## src/rtl/nor_logic_unit_pkg.sv

```systemverilog
// Shared encodings for nor_logic_unit: op selects, sweep FSM states and
// reference truth-table codes (bit index {a,b}).
package nor_lu_pkg;

    localparam logic [2:0] OP_AND    = 3'd0;
    localparam logic [2:0] OP_OR     = 3'd1;
    localparam logic [2:0] OP_NAND   = 3'd2;
    localparam logic [2:0] OP_NOR    = 3'd3;
    localparam logic [2:0] OP_XOR    = 3'd4;
    localparam logic [2:0] OP_XNOR   = 3'd5;
    localparam logic [2:0] OP_NOT_A  = 3'd6;
    localparam logic [2:0] OP_PASS_A = 3'd7;

    typedef enum logic [1:0] {
        TT_IDLE  = 2'd0,
        TT_SWEEP = 2'd1,
        TT_DONE  = 2'd2
    } tt_state_t;

    localparam logic [3:0] TT_CODE_AND    = 4'b1000;
    localparam logic [3:0] TT_CODE_OR     = 4'b1110;
    localparam logic [3:0] TT_CODE_NAND   = 4'b0111;
    localparam logic [3:0] TT_CODE_NOR    = 4'b0001;
    localparam logic [3:0] TT_CODE_XOR    = 4'b0110;
    localparam logic [3:0] TT_CODE_XNOR   = 4'b1001;
    localparam logic [3:0] TT_CODE_NOT_A  = 4'b0011;
    localparam logic [3:0] TT_CODE_PASS_A = 4'b1100;

    function automatic logic [3:0] tt_code_expected(input logic [2:0] sel);
        case (sel)
            OP_AND:    tt_code_expected = TT_CODE_AND;
            OP_OR:     tt_code_expected = TT_CODE_OR;
            OP_NAND:   tt_code_expected = TT_CODE_NAND;
            OP_NOR:    tt_code_expected = TT_CODE_NOR;
            OP_XOR:    tt_code_expected = TT_CODE_XOR;
            OP_XNOR:   tt_code_expected = TT_CODE_XNOR;
            OP_NOT_A:  tt_code_expected = TT_CODE_NOT_A;
            default:   tt_code_expected = TT_CODE_PASS_A;
        endcase
    endfunction

endpackage

```

## src/rtl/nor_func_bit.sv

```systemverilog
// One-bit evaluator of f(a, b, op) built only from nor primitives; the
// op select is a NOR-only sum-of-products mux over the eight functions.
module nor_func_bit (
    input  logic       a,
    input  logic       b,
    input  logic [2:0] op,
    output logic       y
);

    logic na, nb, nor_ab, or_ab, and_ab, nand_ab, xor_ab, xnor_ab;
    logic [2:0] nop;
    logic [7:0] term;
    logic y_n;

    nor g_na   (na, a, a);
    nor g_nb   (nb, b, b);
    nor g_nor  (nor_ab, a, b);
    nor g_or   (or_ab, nor_ab, nor_ab);
    nor g_and  (and_ab, na, nb);
    nor g_nand (nand_ab, and_ab, and_ab);
    nor g_xor  (xor_ab, and_ab, nor_ab);
    nor g_xnor (xnor_ab, xor_ab, xor_ab);

    nor g_nop0 (nop[0], op[0], op[0]);
    nor g_nop1 (nop[1], op[1], op[1]);
    nor g_nop2 (nop[2], op[2], op[2]);

    // Each term = f_i AND (op == i), written as NOR of the complemented literals.
    nor g_t0 (term[0], nand_ab, op[0],  op[1],  op[2]);
    nor g_t1 (term[1], nor_ab,  nop[0], op[1],  op[2]);
    nor g_t2 (term[2], and_ab,  op[0],  nop[1], op[2]);
    nor g_t3 (term[3], or_ab,   nop[0], nop[1], op[2]);
    nor g_t4 (term[4], xnor_ab, op[0],  op[1],  nop[2]);
    nor g_t5 (term[5], xor_ab,  nop[0], op[1],  nop[2]);
    nor g_t6 (term[6], a,       op[0],  nop[1], nop[2]);
    nor g_t7 (term[7], na,      nop[0], nop[1], nop[2]);

    nor g_sum (y_n, term[0], term[1], term[2], term[3],
                    term[4], term[5], term[6], term[7]);
    nor g_out (y, y_n, y_n);

endmodule

```

## src/rtl/nor_logic_unit.sv

```systemverilog
// Registered WIDTH-bit NOR-network logic unit with valid/ready handshake.
// Optional truth-table sweep FSM and tt_* ports enabled by NOR_LU_TT_EN.
module nor_logic_unit
    import nor_lu_pkg::*;
#(
    parameter int unsigned WIDTH = 8
) (
    input  logic             clk,
    input  logic             reset,
    input  logic             in_valid,
    output logic             in_ready,
    input  logic [WIDTH-1:0] a,
    input  logic [WIDTH-1:0] b,
    input  logic [2:0]       op,
    output logic             out_valid,
    input  logic             out_ready,
    output logic [WIDTH-1:0] s
`ifdef NOR_LU_TT_EN
    ,
    input  logic             tt_start,
    output logic             tt_busy,
    output logic             tt_done,
    output logic [3:0]       tt_code
`endif
);

    logic [WIDTH-1:0] f;
    logic             xfer;

    genvar i;
    generate
        for (i = 0; i < WIDTH; i++) begin : g_bit
            nor_func_bit u_bit (
                .a  (a[i]),
                .b  (b[i]),
                .op (op),
                .y  (f[i])
            );
        end
    endgenerate

`ifdef NOR_LU_TT_EN
    assign in_ready = (!out_valid || out_ready) && !tt_busy;
`else
    assign in_ready = !out_valid || out_ready;
`endif

    assign xfer = in_valid && in_ready;

    always_ff @(posedge clk) begin
        if (reset) begin
            out_valid <= 1'b0;
            s         <= '0;
        end else if (xfer) begin
            out_valid <= 1'b1;
            s         <= f;
        end else if (out_ready) begin
            out_valid <= 1'b0;
        end
    end

`ifdef NOR_LU_TT_EN
    tt_state_t  state_q, state_d;
    logic [1:0] idx_q, idx_d;
    logic [2:0] op_q, op_d;
    logic [3:0] code_q, code_d;
    logic       tt_bit;

    // Same netlist as the datapath, driven by the sweep index and captured op.
    nor_func_bit u_tt_bit (
        .a  (idx_q[1]),
        .b  (idx_q[0]),
        .op (op_q),
        .y  (tt_bit)
    );

    always_ff @(posedge clk) begin
        if (reset) begin
            state_q <= TT_IDLE;
            idx_q   <= '0;
            op_q    <= '0;
            code_q  <= '0;
        end else begin
            state_q <= state_d;
            idx_q   <= idx_d;
            op_q    <= op_d;
            code_q  <= code_d;
        end
    end

    always_comb begin
        state_d = state_q;
        idx_d   = idx_q;
        op_d    = op_q;
        code_d  = code_q;
        tt_busy = 1'b0;
        tt_done = 1'b0;
        case (state_q)
            TT_IDLE: begin
                if (tt_start) begin
                    state_d = TT_SWEEP;
                    idx_d   = '0;
                    op_d    = op;
                    code_d  = '0;
                end
            end
            TT_SWEEP: begin
                tt_busy        = 1'b1;
                code_d[idx_q]  = tt_bit;
                idx_d          = idx_q + 2'd1;
                if (idx_q == 2'd3) begin
                    state_d = TT_DONE;
                end
            end
            TT_DONE: begin
                tt_busy = 1'b1;
                tt_done = 1'b1;
                state_d = TT_IDLE;
            end
            default: begin
                state_d = TT_IDLE;
            end
        endcase
    end

    assign tt_code = code_q;
`endif

endmodule

```

## config.mk

```make
export PLATFORM = sky130hd
export DESIGN_NAME = nor_logic_unit
export DESIGN_NICKNAME = d
export VERILOG_FILES = /design/src/rtl/nor_logic_unit_pkg.sv /design/src/rtl/nor_func_bit.sv /design/src/rtl/nor_logic_unit.sv
export SDC_FILE = /design/constraint.sdc
export NUM_CORES = 1
export LEC_CHECK = 0
export ABC_AREA = 1
export CORE_MARGIN = 10
export CORE_UTILIZATION = 25
export CTS_BUF_LIST = sky130_fd_sc_hd__clkbuf_4
export DETAILED_ROUTE_END_ITERATION = 10
export PLACE_DENSITY_LB_ADDON = 0.2
export SKIP_CTS_REPAIR_TIMING = 1
export SYNTH_ARGS = -nofsm -noshare
export SYNTH_HDL_FRONTEND = slang
export SYNTH_SLANG_ARGS = --single-unit
```

## constraint.sdc

```tcl
create_clock -name clk -period 1.2 [get_ports clk]
set_input_delay 0.24 -clock clk [delete_from_list [all_inputs] [get_ports clk]]
set_output_delay 0.24 -clock clk [all_outputs]
set_load 0.005 [all_outputs]
```

# After elaboration in Yosys (flattened, before gate mapping)
# Cells that the tools add are included.
# W data, S select, Z words.
dict set report totals {
  regBits 9
  latch_bits 0
  mem_bits_rw 0
  mem_bits_ro 0
  output_inout_bits 10
  wordCells 211
  memories 0
}
dict set report classes {
  n_addsub 0
  multipliers 0
  div_mod_pow 0
  magnitude_cmp 0
  eq_ne 0
  shift 0
  n_mux 2
  bitwise 131
  n_reduce_logical 76
}
# op count
set ops {}
lappend ops {{$reduce_or A4 Y1} 64}
lappend ops {{$not A1 Y1} 107}
lappend ops {{$reduce_or A8 Y1} 8}
lappend ops {{$or A1 B1 Y1} 24}
lappend ops {{$mux W1} 2}
lappend ops {{$reduce_bool A2 Y1} 1}
lappend ops {{$logic_and A1 B1 Y1} 1}
lappend ops {{$logic_not A1 Y1} 1}
lappend ops {{$logic_or A1 B1 Y1} 1}

# Longest topological paths before layout
# Gate-level depths: netlist of run 1.
dict set report logic_depth {
  ltp_word 8
  mapped_depth 9
}

# Hierarchy
# Synthesis of run 1 repeated with hierarchy kept, for this count alone.
dict set report hier_totals {
  hier_cells 353
  hier_area_um2 1744.2
}
# mod n_inst cells_per_inst area_each_um2 seq_area_each_um2
set by_module_without_submodules {}
lappend by_module_without_submodules {nor_func_bit 8 37 158.9 0.0}
lappend by_module_without_submodules {nor_logic_unit 1 57 473.0 180.2}

# Least setup slack after synthesis of run 1
# No wires, ideal clock.
dict set report synth_path {
  path_type {register to register}
  startpoint {register out_valid}
  endpoint {register s[1]}
  arrival_ps 995
  required_time_ps 1083
  setup_slack_ps 88
  path_stages_with_launch 8
  path_buffers 1
  path_cell_list {dfxtp_1 -> nand2_1 -> nand2_1 -> inv_1 -> buf_2 -> nand3_1 -> nor2_1 -> nor2_1}
}
dict set report synth_between {
  elab_chain_len 3
}
# element line_no
set synth_lines {}
lappend synth_lines {{start, declared} nor_logic_unit.sv:15} ;# output logic out_valid,
lappend synth_lines {{start signal, assigned} nor_logic_unit.sv:52} ;# out_valid <= 1'b0;
lappend synth_lines {{start signal, assigned} nor_logic_unit.sv:55} ;# out_valid <= 1'b1;
lappend synth_lines {{start signal, assigned} nor_logic_unit.sv:58} ;# out_valid <= 1'b0;
lappend synth_lines {{$logic_not A1 Y1} nor_logic_unit.sv:45} ;# assign in_ready = !out_valid || out_ready;
lappend synth_lines {{$logic_or A1 B1 Y1} nor_logic_unit.sv:45}
lappend synth_lines {{via in_ready} nor_logic_unit.sv:11} ;# output logic in_ready,
lappend synth_lines {{$logic_and A1 B1 Y1} nor_logic_unit.sv:48} ;# assign xfer = in_valid && in_ready;
lappend synth_lines {{end signal, assigned} nor_logic_unit.sv:53} ;# s <= '0;
lappend synth_lines {{end signal, assigned} nor_logic_unit.sv:56} ;# s <= f;
lappend synth_lines {{end, declared} nor_logic_unit.sv:17} ;# output logic [WIDTH-1:0] s
# The timed path passes the listed nets, and every way through them passes these cells.
# A chain may end at the register's enable or synchronous reset.

# Worst setup path in the final report of run 1
dict set report layout_path {
  startpoint {register out_valid}
  endpoint {register s[5]}
}
dict set report layout_between {
  elab_chain_len 3
}
# element line_no
set layout_lines {}
lappend layout_lines {{$logic_not A1 Y1} nor_logic_unit.sv:45}
lappend layout_lines {{$logic_or A1 B1 Y1} nor_logic_unit.sv:45}
lappend layout_lines {{$logic_and A1 B1 Y1} nor_logic_unit.sv:48}
# Every way passes these cells.

==> results.yml, run 1 <==
logic_synthesis:
  ys_ff_latch: 9
  synth_cell_types: 12
  yosysTopAreaCellShare_pct: 20.7
  synth_seq_area_share_pct: 15.2
  syn_area_sq_mm: 0.00118
  syn_nets: 254
  syn_area_per_cell_sq_um: 5.51
  yosysWarnings: 0
  synthesis.instances: 215
  yosysTopAreaCell: "nand3_1"
  synth.area.top_cells: "nand3_1, nand2_1, ha_1, dfxtp_1, inv_1"
worst_setup_path:
  r2r_end: "s[5]"
  arrival_ps: 1300
  critPathCaptureType: "register"
  regToRegSetupSlack_ps: 50
  path_class: "reg -> reg"
  crit_fanout: 7
  start_kind: "register"
  crit_required_ps: 1350
  worst-r2r-cell-count: 7
  r2r_start: "out_valid"
  critPathLaunch: "out_valid"
clock_network:
  numClockSinks: 9
  cts_made_buffers: 3
  cts-htree-levels: 1
  path_clk_slew_ps: 60
  cts_tree: "done"
  worstSkewPairLatency_ps: 260
  clockRootBuffer: "clkbuf_4"
  cts_max_path_buffers: 2
hold_path:
  worstHoldStart: "out_ready"
  hold_end: "out_valid"
  holdPathStages: 5
  min_path_type: "in -> reg"
final_layout:
  nFillCells: 473
  final_common_cell: "nand2_1"
  final_core_util_pct: 47.0
  nNetsFinal: 319
  antenna_cells: 0
  area_growth_pct: 77.5
  multi_input_area_sq_um: 946
  final_cell_mix: "nand2_1, nand3_1, dlymetal6s2s_1"
  drive_above_1_share_pct: 26.9
  final-seq-area_sq_um: 183
floorplanning:
  fp.dieW_um: 88.8
  start_util_pct: 26.5
  coreArea_sq_mm: 0.00447
  io_pins: 33
  dieArea_sq_mm: 0.00789
  die_h_um: 88.8
  placementRows: 24
drt:
  vias: 1469
  ant_nets: 0
  via_per_inst: 4.44
  drcViolationCount: 0
  drt_iter0_markers: 101
  postRouteWirelength_um: 3820
  detail_route.first_pass.iterations: 4
  detail_route.wl_per_cell_um: 11.5
global_route:
  grt_pass1_wl_um: 5690
  met2_usage_pct: 12.9
  grt_max_degree: 16
  grt_usage_pct: 8.89
  first_global_vias: 1272
  use_met1_pct: 12.6
  gr-total-overflow: 0
  use_met3_pct: 2.85
  grt_most_used_layer: "met2"
  grt_antenna_before_repair: 0
sta:
  hold_viol: 0
  clock_skew_ps: 7.30
  rsz0062_at_grt: "no"
  slew_viol_final: 0
  min_period_ps: 1150
  whs_ps: 384
  setup_viol_count_final: 0
  fmax_ghz: 0.872
  max-slew-margin-rel_pct: 83.1
  tightest_slew_ps: 254
  period_share_pct: 95.6
outcome:
  status: "finished clean"
power:
  p_leak_nw: 1.33
  ir_worst_vdd_uv: 330
  power_density_mw_per_mm2: 576
job:
  max_cap_violations: 0
placed_design:
  place_hpwl_um: 2880
  port_buffers: 32
  gp_congestion: 0.780
critical path, stage by stage (launching register included):
cell,delay (ps)
dfxtp_1,340
nand2_2,70
nand2_2,100
inv_4,50
buf_12,130
buf_6,130
o21ai_0,170
nor2_1,60
flip-flops by register name (all words and copies together), names as in the netlist:
name       count
s              8
out_valid      1
cell families (layout without fill, tap and decap cells):
kind of cell | Yosys count | count (layout) | share of synthesized area, %
compound gates | 10 | 10 | 4.23
flops | 9 | 9 | 15.2
fa+ha+maj | 16 | 16 | 16.9
simple gates | 133 | 133 | 47.6
buf+inv | 47 | 111 | 16.1
stage by stage:
stage	worst slack, ps	setup TNS [ps]	instances	area (sq um)	power, mW
after floorplan	88.2	0	215	1180	0.601
after CTS	-362	-3120	329	1840	1.15
after detailed placement	-466	-3990	325	1810	0.898
after global placement	-461	-3820	325	1810	0.895
final	52.7	0	331	2100	1.21
after global routing	7.86	0	331	2100	1.30
synth_stat cells:
| cell | instances |
|---|---|
| nor2_2 | 1 |
| ha_1 | 16 |
| o21ai_0 | 9 |
| buf_2 | 5 |
| nor2_1 | 21 |
| nand2_1 | 62 |
| inv_2 | 4 |
| dfxtp_1 | 9 |
| a21oi_1 | 1 |
| buf_4 | 2 |
| nand3_1 | 49 |
| inv_1 | 36 |
per-layer routing:
layer  up-vias  wire [um]
met1       638       1980
met4         0         18
met5         -          0
met2        34       1630
li1        795          -
met3         2        186
cell type report:
| class | count | share of cell area [%] |
|---|---|---|
| clock buffers | 4 | 1.43 |
| inverters | 40 | 7.27 |
| multi-input cells | 159 | 45.0 |
| flip-flops and latches | 9 | 8.70 |
| well taps | 52 | 3.10 |
| repair buffers | 67 | 34.5 |
worst max-delay path by stage:
stage	to	slack [ps]	cells past startpoint
after floorplan	s[1]	90	7
after global placement	s[4]	-460	8
final	s[5]	50	7
after detailed placement	s[4]	-470	6
after global routing	s[5]	8	7
after CTS	in_ready	-360	4
power by group:
part	total, mW	internal (mW)	switching (mW)
sequential	0.342	0.327	0.0148
clock	0.256	0.151	0.105
combinational	0.611	0.321	0.290
Note: power is estimated with default switching activity, not from simulation.
==> run 2, diff against run 1 <==
==> constraint.sdc (replaced) <==
create_clock -name clk -period 1.25 [get_ports clk]
set_input_delay 0.25 -clock clk [delete_from_list [all_inputs] [get_ports clk]]
set_output_delay 0.25 -clock clk [all_outputs]
set_load 0.005 [all_outputs]
==> run 2 against run 1 <==
Compared with the run above:
- sequential share of layout area up 0.092 points
- final cell count down 0.60%
- first-iteration DRC count up 5.9%
- wire length down 1.1%
- largest power group unchanged
==> results.yml, run 2 (synthesized netlist as in run 1, its figures left out) <==
final_layout:
  final_common_cell: "nand2_1"
  drive_above_1_share_pct: 25.6
  nNetsFinal: 317
  antenna_cells: 0
  final_core_util_pct: 46.1
  area_growth_pct: 74.4
  largest_reg_flops: 8
  largest-register: "s"
  final_cell_mix: "nand2_1, nand3_1, dlymetal6s2s_1"
  largestRegisters: "s (8), out_valid (1)"
sta:
  rsz0062_at_grt: "no"
  layout_setup_ws_ps: 51.7
  period_share_pct: 95.9
  max-slew-margin-rel_pct: 73.6
  min_period_ps: 1200
  whs_ps: 499
  slew_viol_final: 0
  setup_viol_count_final: 0
  fmax_ghz: 0.835
  clock_skew_ps: 6.09
  tightest_slew_ps: 395
  hold_viol: 0
placed_design:
  port_buffers: 32
  gp_congestion: 0.780
  place_ws_ps: -410
  place_hpwl_um: 2860
floorplanning:
  die_h_um: 88.8
  start_util_pct: 26.5
  dieArea_sq_mm: 0.00789
  io_pins: 33
  placementRows: 24
  coreArea_sq_mm: 0.00447
  fp.dieW_um: 88.8
worst_setup_path:
  critPathSlowestCell: "clkdlybuf4s50_1"
  crit_buf_inv: 3
  worst-r2r-cell-count: 7
  crit_fanout: 3
  cp_cell_sequence: "clkdlybuf4s50_1, inv_2, nand2_2, dlymetal6s2s_1"
  r2r_start: "out_valid"
  arrival_ps: 950
  crit_required_ps: 1000
  slowest_delay_ps: 470
  regToRegSetupSlack_ps: 170
  crit_family: "buffers and inverters"
  r2r_end: "s[6]"
  path_class: "in -> out"
  critPathCaptureType: "output port"
  start_kind: "input pin"
global_route:
  gr-total-overflow: 0
  grt_max_degree: 16
  grt_antenna_before_repair: 0
  grt_usage_pct: 9.02
  first_global_vias: 1288
  grt_pass1_wl_um: 5820
clock_network:
  cts_made_buffers: 3
  path_clk_slew_ps: 60
  cts_max_path_buffers: 2
  cts_tree: "done"
  numClockSinks: 9
  cts-htree-levels: 1
  worstSkewPairLatency_ps: 260
  clockRootBuffer: "clkbuf_4"
drt:
  postRouteWirelength_um: 3780
  detail_route.first_pass.iterations: 4
  drt_iter0_markers: 107
  detail_route.wl_per_cell_um: 11.5
  drcViolationCount: 0
  via_per_inst: 4.52
  ant_nets: 0
  vias: 1486
power:
  ir_worst_vdd_uv: 318
  p_leak_nw: 1.31
  power_density_mw_per_mm2: 556
hold_path:
  hold_end: "s[7]"
  min_path_type: "reg -> reg"
  worstHoldStart: "s[7]"
  holdPathStages: 2
job:
  max_cap_violations: 0
outcome:
  status: "finished clean"
run 2: layout make-up:
class	count	area (sq um)
well taps	52	65.1
fillers	480	2410
multi-input cells	159	941
inverters	40	150
clock buffers	4	30.0
repair buffers	65	697
flip-flops and latches	9	181
run 2: worst min-delay path, stage by stage (launching register included):
cell and delay, ps:
dfxtp_2 330, o21ai_2 50, nor2_1 80
run 2: report_power, final:
part	internal [mW]	leakage, nW	total (mW)	switching [mW]
Combinational	0.300	1.21	0.575	0.275
Clock	0.144	0.0184	0.244	0.0997
Sequential	0.313	0.0750	0.328	0.0146
run 2: how the worst max path moves through the flow:
stage / start / to / slack, ps / cells past startpoint
6_report: out_ready / in_ready / 50 / 4
3_3_place_gp: op[0] / s[4] / -420 / 8
4_1_cts: out_ready / in_ready / -330 / 4
3_5_place_dp: op[2] / s[4] / -410 / 6
5_1_grt: out_ready / s[4] / 8 / 9
2_1_floorplan: out_valid / s[1] / 140 / 7
run 2: through the flow:
step                      instances  setup TNS (ps)  area (sq um)  power (mW)
after floorplan                 215               0          1180       0.577
after global placement          325           -3470          1810       0.859
after detailed placement        325           -3490          1810       0.863
after CTS                       329           -2250          1840        1.11
after global routing            329               0          2060        1.25
final                           329               0          2060        1.15
run 2: layer usage:
layer | global-route usage, % | share of wire [%]
met1 | 12.8 | 50
met2 | 13.2 | 44
met3 | 2.67 | 6.5
met4 | 1.32 | 0.29
met5 | 0 | 0
==> run 3, diff against run 2 <==
--- a/config.mk
+++ b/config.mk
@@ -10,6 +10,7 @@
 export CORE_UTILIZATION = 25
 export CTS_BUF_LIST = sky130_fd_sc_hd__clkbuf_4
 export DETAILED_ROUTE_END_ITERATION = 10
+export MAX_ROUTING_LAYER = met4
 export PLACE_DENSITY_LB_ADDON = 0.2
 export SKIP_CTS_REPAIR_TIMING = 1
 export SYNTH_ARGS = -nofsm -noshare
==> run 3 against run 2 <==
Compared with the run above:
- design area unchanged
- sequential cell count unchanged
- clock skew down 0.77 ps
- clock power about the same
- via count unchanged
- critical path depth unchanged
- final cell count unchanged
- die area unchanged
- wire length up 0.11%
- sequential power about the same
- combinational power about the same
- highest routed layer is now met3
==> results.yml, run 3 (synthesized netlist as in run 1, its figures left out) <==
worst_setup_path:
  crit_family: "buffers and inverters"
  crit_fanout: 3
  crit_required_ps: 1000
  worst-r2r-cell-count: 7
  start_kind: "input pin"
  critPathCaptureType: "output port"
  crit_buf_inv: 3
  arrival_ps: 950
  regToRegSetupSlack_ps: 170
  critPathSlowestCell: "clkdlybuf4s50_1"
  slowest_delay_ps: 470
  cp_cell_sequence: "clkdlybuf4s50_1, inv_2, nand2_2, dlymetal6s2s_1"
  path_class: "in -> out"
  r2r_start: "out_valid"
  r2r_end: "s[6]"
final_layout:
  antenna_cells: 0
  final_core_util_pct: 46.1
  final_cell_mix: "nand2_1, nand3_1, dlymetal6s2s_1"
  largest_reg_flops: 8
  largestRegisters: "s (8), out_valid (1)"
  area_growth_pct: 74.4
  final-seq-area_sq_um: 181
  nFillCells: 480
  nNetsFinal: 317
  final_common_cell: "nand2_1"
  final_area_sq_mm: 0.00206
  multi_input_area_sq_um: 941
  drive_above_1_share_pct: 25.6
  largest-register: "s"
sta:
  tightest_slew_ps: 395
  slew_viol_final: 0
  period_share_pct: 95.9
  fmax_ghz: 0.834
  hold_viol: 0
  rsz0062_at_grt: "no"
  setup_viol_count_final: 0
  min_period_ps: 1200
  max-slew-margin-rel_pct: 73.6
  clock_skew_ps: 5.33
drt:
  drcViolationCount: 0
  detail_route.first_pass.iterations: 4
  ant_nets: 0
  drt_iter0_markers: 107
  postRouteWirelength_um: 3780
  detail_route.wl_per_cell_um: 11.5
  vias: 1486
  via_per_inst: 4.52
clock_network:
  numClockSinks: 9
  cts_made_buffers: 3
  path_clk_slew_ps: 60
  cts-htree-levels: 1
  worstSkewPairLatency_ps: 260
  cts_max_path_buffers: 2
  clockRootBuffer: "clkbuf_4"
  cts_tree: "done"
floorplanning:
  placementRows: 24
  start_util_pct: 26.5
  dieArea_sq_mm: 0.00789
  die_h_um: 88.8
  coreArea_sq_mm: 0.00447
  io_pins: 33
  fp.dieW_um: 88.8
placed_design:
  place_hpwl_um: 2860
  place_area_sq_mm: 0.00181
  gp_congestion: 0.790
  port_buffers: 32
power:
  p_leak_nw: 1.31
  power_density_mw_per_mm2: 556
  ir_worst_vdd_uv: 319
outcome:
  status: "finished clean"
global_route:
  first_global_vias: 1287
  gr-total-overflow: 0
  grt_pass1_wl_um: 5820
  grt_antenna_before_repair: 0
  grt_usage_pct: 9.29
  grt_max_degree: 16
hold_path:
  holdPathStages: 2
  hold_end: "s[7]"
  worstHoldStart: "s[7]"
  min_path_type: "reg -> reg"
job:
  max_cap_violations: 0
==> run 3: cell counts in the layout (fill, tap and decap cells not counted) <==
No cell type changed its count.
==> run 3: worst max-delay path by stage <==
stage          startpoint  endpoint  slack, ps  cells after the start
5_1_grt         out_ready      s[4]          8                      9
3_3_place_gp        op[0]      s[4]       -420                      8
4_1_cts         out_ready  in_ready       -330                      4
6_report        out_ready  in_ready         50                      4
3_5_place_dp        op[2]      s[4]       -410                      6
2_1_floorplan   out_valid      s[1]        140                      7
==> run 3: final cells by class <==
cell class                 instances  area share, %
clock buffer                       4           1.45
multi-input combinational        159           45.6
timing repair buffer              65           33.8
sequential                         9           8.79
tap                               52           3.15
inverter                          40           7.27
==> run 3: per-stage QoR <==
step	std cells	setup WS, ps	power, mW	hold slack (ps)	setup TNS [ps]
finish	329	50.7	1.15	500	0
global route	329	8.30	1.25	540	0
CTS	329	-332	1.11	534	-2250
detailed placement	325	-410	0.863	517	-3490
global placement	325	-421	0.859	510	-3470
floorplan	215	138	0.577	319	0
==> run 3: routing by layer <==
layer / share of wire, % / routed length, um / up-vias / track usage (%)
met5: 0 / 0 / - / -
met4: 0 / 0 / 0 / 1.32
met3: 6.0 / 228 / 0 / 2.39
met2: 44 / 1660 / 49 / 13.2
met1: 50 / 1890 / 641 / 13.0
li1: - / - / 796 / -
==> run 3: worst reg2reg max path, cell delays in order, from the launching register on <==
cell and delay, ps:
dfxtp_1 340, nand2_2 70, nand2_2 80, inv_2 40, buf_12 130, buf_8 130, o21ai_4 140, nor2_1 50
==> run 3: power by group <==
part	internal [mW]	total (mW)	switching, mW	leakage (nW)
clock network	0.145	0.245	0.101	0.0184
logic	0.300	0.575	0.275	1.21
registers	0.313	0.328	0.0146	0.0750
